<file path="src/rtl/primus_pkg.sv">
// Shared core definitions: fetch FSM states, IF/ID payload and architectural constants.
package primus_pkg;

    localparam int          XLEN                 = 32;
    localparam logic [31:0] NOP_INST             = 32'h0000_0013;
    localparam logic [31:0] DEFAULT_RESET_VECTOR = 32'h0000_0000;

    typedef enum logic [1:0] {
        BOOT = 2'd0,
        RUN  = 2'd1,
        HALT = 2'd2,
        ERR  = 2'd3
    } fetch_state_e;

    typedef struct packed {
        logic [XLEN-1:0] pc;
        logic [XLEN-1:0] inst;
    } if_id_t;

endpackage

</file>
<file path="src/rtl/instruction_fetch.sv">
// Fetch stage: owns the PC, reads instruction memory combinationally and
// presents a registered IF/ID payload to decode over a valid/ready handshake.
//
// state | meaning
// BOOT  | single post-reset cycle, no fetch
// RUN   | fetching, one instruction per cycle when downstream drains
// HALT  | no new fetches; pending output may still be accepted
// ERR   | misaligned redirect seen; idle until aligned redirect or reset
module instruction_fetch
    import primus_pkg::*;
#(
    parameter logic [31:0] RESET_VECTOR = DEFAULT_RESET_VECTOR,
    parameter int          IMEM_WORDS   = 1024
) (
    input  logic        clk_i,
    input  logic        rst_ni,
    output logic [31:0] imem_addr_o,
    input  logic [31:0] imem_inst_i,
    input  logic        redirect_i,
    input  logic [31:0] redirect_pc_i,
    input  logic        halt_i,
    output logic [31:0] inst_o,
    output logic [31:0] pc_o,
    output logic        valid_o,
    input  logic        ready_i,
    output logic        fetch_err_o,
    output logic        oor_o
);

    localparam logic [31:0] IMEM_WORDS_L = 32'(IMEM_WORDS);

    fetch_state_e state_q;
    logic [31:0]  pc_q;
    if_id_t       if_id_q;
    logic         valid_q;
    logic         fetch_err_q;
    logic         drain_ok;

    // Output slot is free for a new fetch when empty or being consumed this cycle.
    assign drain_ok = !valid_q || ready_i;

    always_ff @(posedge clk_i or negedge rst_ni) begin
        if (!rst_ni) begin
            state_q      <= BOOT;
            pc_q         <= RESET_VECTOR;
            if_id_q.pc   <= 32'h0000_0000;
            if_id_q.inst <= NOP_INST;
            valid_q      <= 1'b0;
            fetch_err_q  <= 1'b0;
        end else if (state_q == BOOT) begin
            state_q <= halt_i ? HALT : RUN;
        end else if (redirect_i) begin
            valid_q <= 1'b0;
            pc_q    <= {redirect_pc_i[31:2], 2'b00};
            if (redirect_pc_i[1:0] != 2'b00) begin
                state_q     <= ERR;
                fetch_err_q <= 1'b1;
            end else begin
                state_q     <= halt_i ? HALT : RUN;
                fetch_err_q <= 1'b0;
            end
        end else begin
            case (state_q)
                RUN, HALT: begin
                    if (halt_i) begin
                        state_q <= HALT;
                        if (valid_q && ready_i) begin
                            valid_q <= 1'b0;
                        end
                    end else begin
                        // Leaving HALT resumes fetching in the same cycle.
                        state_q <= RUN;
                        if (drain_ok) begin
                            if_id_q.inst <= imem_inst_i;
                            if_id_q.pc   <= pc_q;
                            valid_q      <= 1'b1;
                            pc_q         <= pc_q + 32'd4;
                        end
                    end
                end
                ERR: begin
                    valid_q     <= 1'b0;
                    fetch_err_q <= 1'b1;
                end
                default: begin
                    state_q <= BOOT;
                end
            endcase
        end
    end

    assign imem_addr_o = pc_q;
    assign inst_o      = if_id_q.inst;
    assign pc_o        = if_id_q.pc;
    assign valid_o     = valid_q;
    assign fetch_err_o = fetch_err_q;
    assign oor_o       = ({2'b00, pc_q[31:2]} >= IMEM_WORDS_L);

endmodule

</file>
<file path="config.mk">
export PLATFORM = sky130hd
export DESIGN_NAME = instruction_fetch
export DESIGN_NICKNAME = d
export VERILOG_FILES = /design/src/rtl/primus_pkg.sv /design/src/rtl/instruction_fetch.sv
export SDC_FILE = /design/constraint.sdc
export NUM_CORES = 1
export LEC_CHECK = 0
export ABC_AREA = 0
export CORE_MARGIN = 2
export CORE_UTILIZATION = 46
export CTS_BUF_LIST = sky130_fd_sc_hd__clkbuf_2
export DETAILED_ROUTE_END_ITERATION = 10
export GPL_TIMING_DRIVEN = 0
export PLACE_DENSITY = 0.8
export SKIP_LAST_GASP = 1
export SLEW_MARGIN = 20
export SYNTH_ARGS = -nofsm -noshare
export SYNTH_HDL_FRONTEND = slang
export SYNTH_SLANG_ARGS = --single-unit
</file>
<file path="constraint.sdc">
create_clock -name clk_i -period 2.3 [get_ports clk_i]
set_input_delay 0.46 -clock clk_i [delete_from_list [all_inputs] [get_ports clk_i]]
set_output_delay 0.46 -clock clk_i [all_outputs]
set_load 0.02 [all_outputs]
</file>
==> impl_metrics.py <==
metrics = {
    "outcome": {
        "status": "complete, no violations",
    },
    "power": {
        "p_leak_nw": 2.95,
        "finalPower_mw": 9.05,
        "cellPowerDensity_mw_per_mm2": 1320,
        "peakVddDrop_mv": 0.793,
    },
    "cts": {
        "cts_tree": "done",
        "clockBufferDepth": 2,
        "cts_buffers": 9,
        "clkLatencyLatePin_ps": 570,
        "htree_levels": 3,
        "clk_root_buffer_cell": "clkbuf_2",
        "clkTransAtPathRegs_ps": 280,
        "cts_num_sinks": 96,
    },
    "placement": {
        "portBuffers": 163,
        "dpl.hpwl_um": 10800,
        "dpl_cell_area_mm2": 0.00651,
        "dp.cells": 806,
        "routabilityCongestion": 0.904,
    },
    "yosys": {
        "syn_area_mm2": 0.00467,
        "synthTopCellsByArea": "dfrtp_1 50%, nand2_1 9.8%, mux2_2 5.5%, o21ai_0 3.8%, a21oi_1 2.6%",
        "ys_types": 53,
        "ys_seq_area_share_pct": 51.5,
        "synthArstFlopShare_pct": 100,
        "ys_seq_elements": 96,
        "synth_edf_count": 0,
        "ys.flop_type": "dfrtp_1",
        "netlist_instances": 506,
        "yosys.area.top_type": "dfrtp_1",
        "syn_avg_cell_area_um2": 9.23,
        "synth_top_area_share_pct": 49.8,
        "ys.warnings.count": 0,
    },
    "floorplan": {
        "die_w_um": 105,
        "die_h_um": 105,
        "start_util_pct": 47.6,
        "coreArea_mm2": 0.00982,
        "ios": 168,
        "num_rows": 36,
        "die_area_mm2": 0.0110,
    },
    "timing": {
        "fmax_mhz": 439,
        "max_slew_margin_pct": 56.9,
        "setup_viol": 0,
        "hold_violations": 0,
        "period_minus_slack_ps": 2280,
        "period_share_pct": 99.0,
        "fin_skew_ps": 32.7,
        "report.final.slew_viol_count": 0,
        "setup_tns_ps": 0,
        "worstMarginPinSlew_ps": 642,
        "rsz0062_at_grt": "yes",
    },
    "global_route": {
        "grt-ovfl-total": 0,
        "track_usage_pct": 26.4,
        "antenna_found_initial": 0,
        "grt_pass1_vias": 4431,
        "grt_max_degree": 63,
        "grt_pass1_wl_um": 23000,
    },
    "finish": {
        "finalNonFillerCells": 833,
        "drive_gt1_share_pct": 15.0,
        "n_antenna_cell": 0,
        "area_growth_pct": 46.6,
        "finalNetCount": 768,
        "design_area_mm2": 0.00684,
    },
    "worst_setup_path": {
        "worst-setup-path-type": "flip-flop to primary output",
        "required_ps": 1840,
        "cp.arrival_ps": 1820,
        "start_kind": "flip-flop",
        "endpoint_kind": "primary output",
        "worst-path-max-fanout": 6,
    },
    "job": {
        "drv_cap": 0,
    },
    "routing": {
        "vias": 4682,
        "post-route-drc-count": 0,
        "drt_iter0_markers": 338,
        "wirelength_um": 14800,
        "first_pass_iters": 5,
        "drt-wirelength-per-cell_um": 17.8,
        "ant_nets": 0,
        "vias_per_cell": 5.62,
    },
    "worst_hold_path": {
        "hold_path_class": "input pin to async pin",
    },
}
-- cell usage in the layout (no fill, tap or decap), drive strengths merged, types with 3 or more instances in the layout --
cell,Yosys,routed
nand3,15,15
clkdlybuf4s50,0,160
a21oi,24,24
nor4,13,13
dfrtp,93,93
inv,11,12
nor2b,3,3
bufinv,0,3
or3,7,7
mux2i,9,9
and3,3,3
o22ai,3,3
dfstp,3,3
o21a,3,3
nand2,122,122
clkbuf,24,32
o21ai,35,35
ha,4,4
conb,1,4
mux2,23,23
nor2,26,26
nand4,9,9
nand2b,3,3
o2bb2ai,3,3
buf,14,29
a22oi,8,8
nor3,16,16
-- cells in the mapped netlist (11+ instances only) --
master    number
nor4_1        12
clkbuf_1      24
nor3_1        14
o21ai_0       35
inv_1         11
dfrtp_1       93
nor2_1        26
a21oi_1       24
nand3_1       13
nand2_1      122
mux2_2        23
-- where the power goes --
group | switching (mW) | internal [mW] | leakage (nW) | total (mW)
Sequential | 0.695 | 2.48 | 1.14 | 3.17
Clock | 0.587 | 0.478 | 0.0927 | 1.06
Combinational | 2.56 | 2.25 | 1.71 | 4.81
Total | 3.85 | 5.20 | 2.95 | 9.05
-- through the flow --
step	hold WS [ps]	utilization [%]	worst slack, ps
after floorplan	164	-	240
after CTS	278	68.3	-113
final	290	69.7	23.0
after global routing	291	69.7	-117
after detailed placement	377	66.3	-437
after global placement	450	66.0	-2710
-- final cells by class --
class | count | area, um2
plain buffers | 35 | 170
clock buffers | 10 | 50.0
clock inverters | 6 | 115
fillers | 794 | 2980
inverters | 12 | 45.0
multi-input cells | 363 | 2100
flip-flops and latches | 96 | 2420
well taps | 133 | 166
repair buffers | 178 | 1770
-- state kept, by name, summed over array words and instances (netlist names) --
register / flops
state_q: 2
pc_o: 30
imem_addr_o: 30
inst_o: 32
fetch_err_o: 1
valid_o: 1
-- logic make-up after synthesis --
| group | share of synthesized area [%] |
|---|---|
| fa+ha+maj | 1.07 |
| flops | 51.5 |
| mux | 7.48 |
| buf+inv | 4.56 |
| other cells | 0.0803 |
| simple gates | 22.5 |
| compound gates | 12.8 |
-- worst max-delay path, stage by stage (launching register included) --
cell	delay, ps
dfrtp_1	540
nor4_2	280
and3_1	210
nand3_2	90
buf_6	150
-- final timing paths --
| check | startpoint | to | slack (ps) | cells past startpoint |
|---|---|---|---|---|
| hold / removal | rst_ni | inst_o[10]$_DFFE_PN0P_ | 290 | 2 |
| setup / recovery | imem_addr_o[31]$_DFFE_PN0N_ | oor_o | 20 | 4 |
| setup reg to reg | state_q[0]$_DFFE_PN0P_ | imem_addr_o[13]$_DFFE_PN0N_ | 60 | 7 |
| min in group clk_i | imem_inst_i[4] | inst_o[4]$_DFFE_PN1P_ | 360 | 3 |
| max in group asynchronous | rst_ni | inst_o[0]$_DFFE_PN1P_ | 1330 | 3 |
| hold reg to reg | inst_o[0]$_DFFE_PN1P_ | inst_o[0]$_DFFE_PN1P_ | 490 | 2 |
-- per-layer routing --
metal  part of all wire [%]  track usage [%]  routed length, um
met2                     48             43.8               7120
met1                     41             34.6               6120
met4                    2.2             9.14                327
met5                      0                0                  0
met3                    8.3             5.24               1230
-- repair_timing --
action                                 4_1_cts  5_1_grt
cloned                                       0        0
pin swaps                                    0        4
hold buffers                                 1        0
endpoints found under the hold margin       34        0
gates resized for setup                     10       31
setup endpoints to repair                   61       76
setup buffers                                2       11
Note: power is estimated with default switching activity, not from simulation.
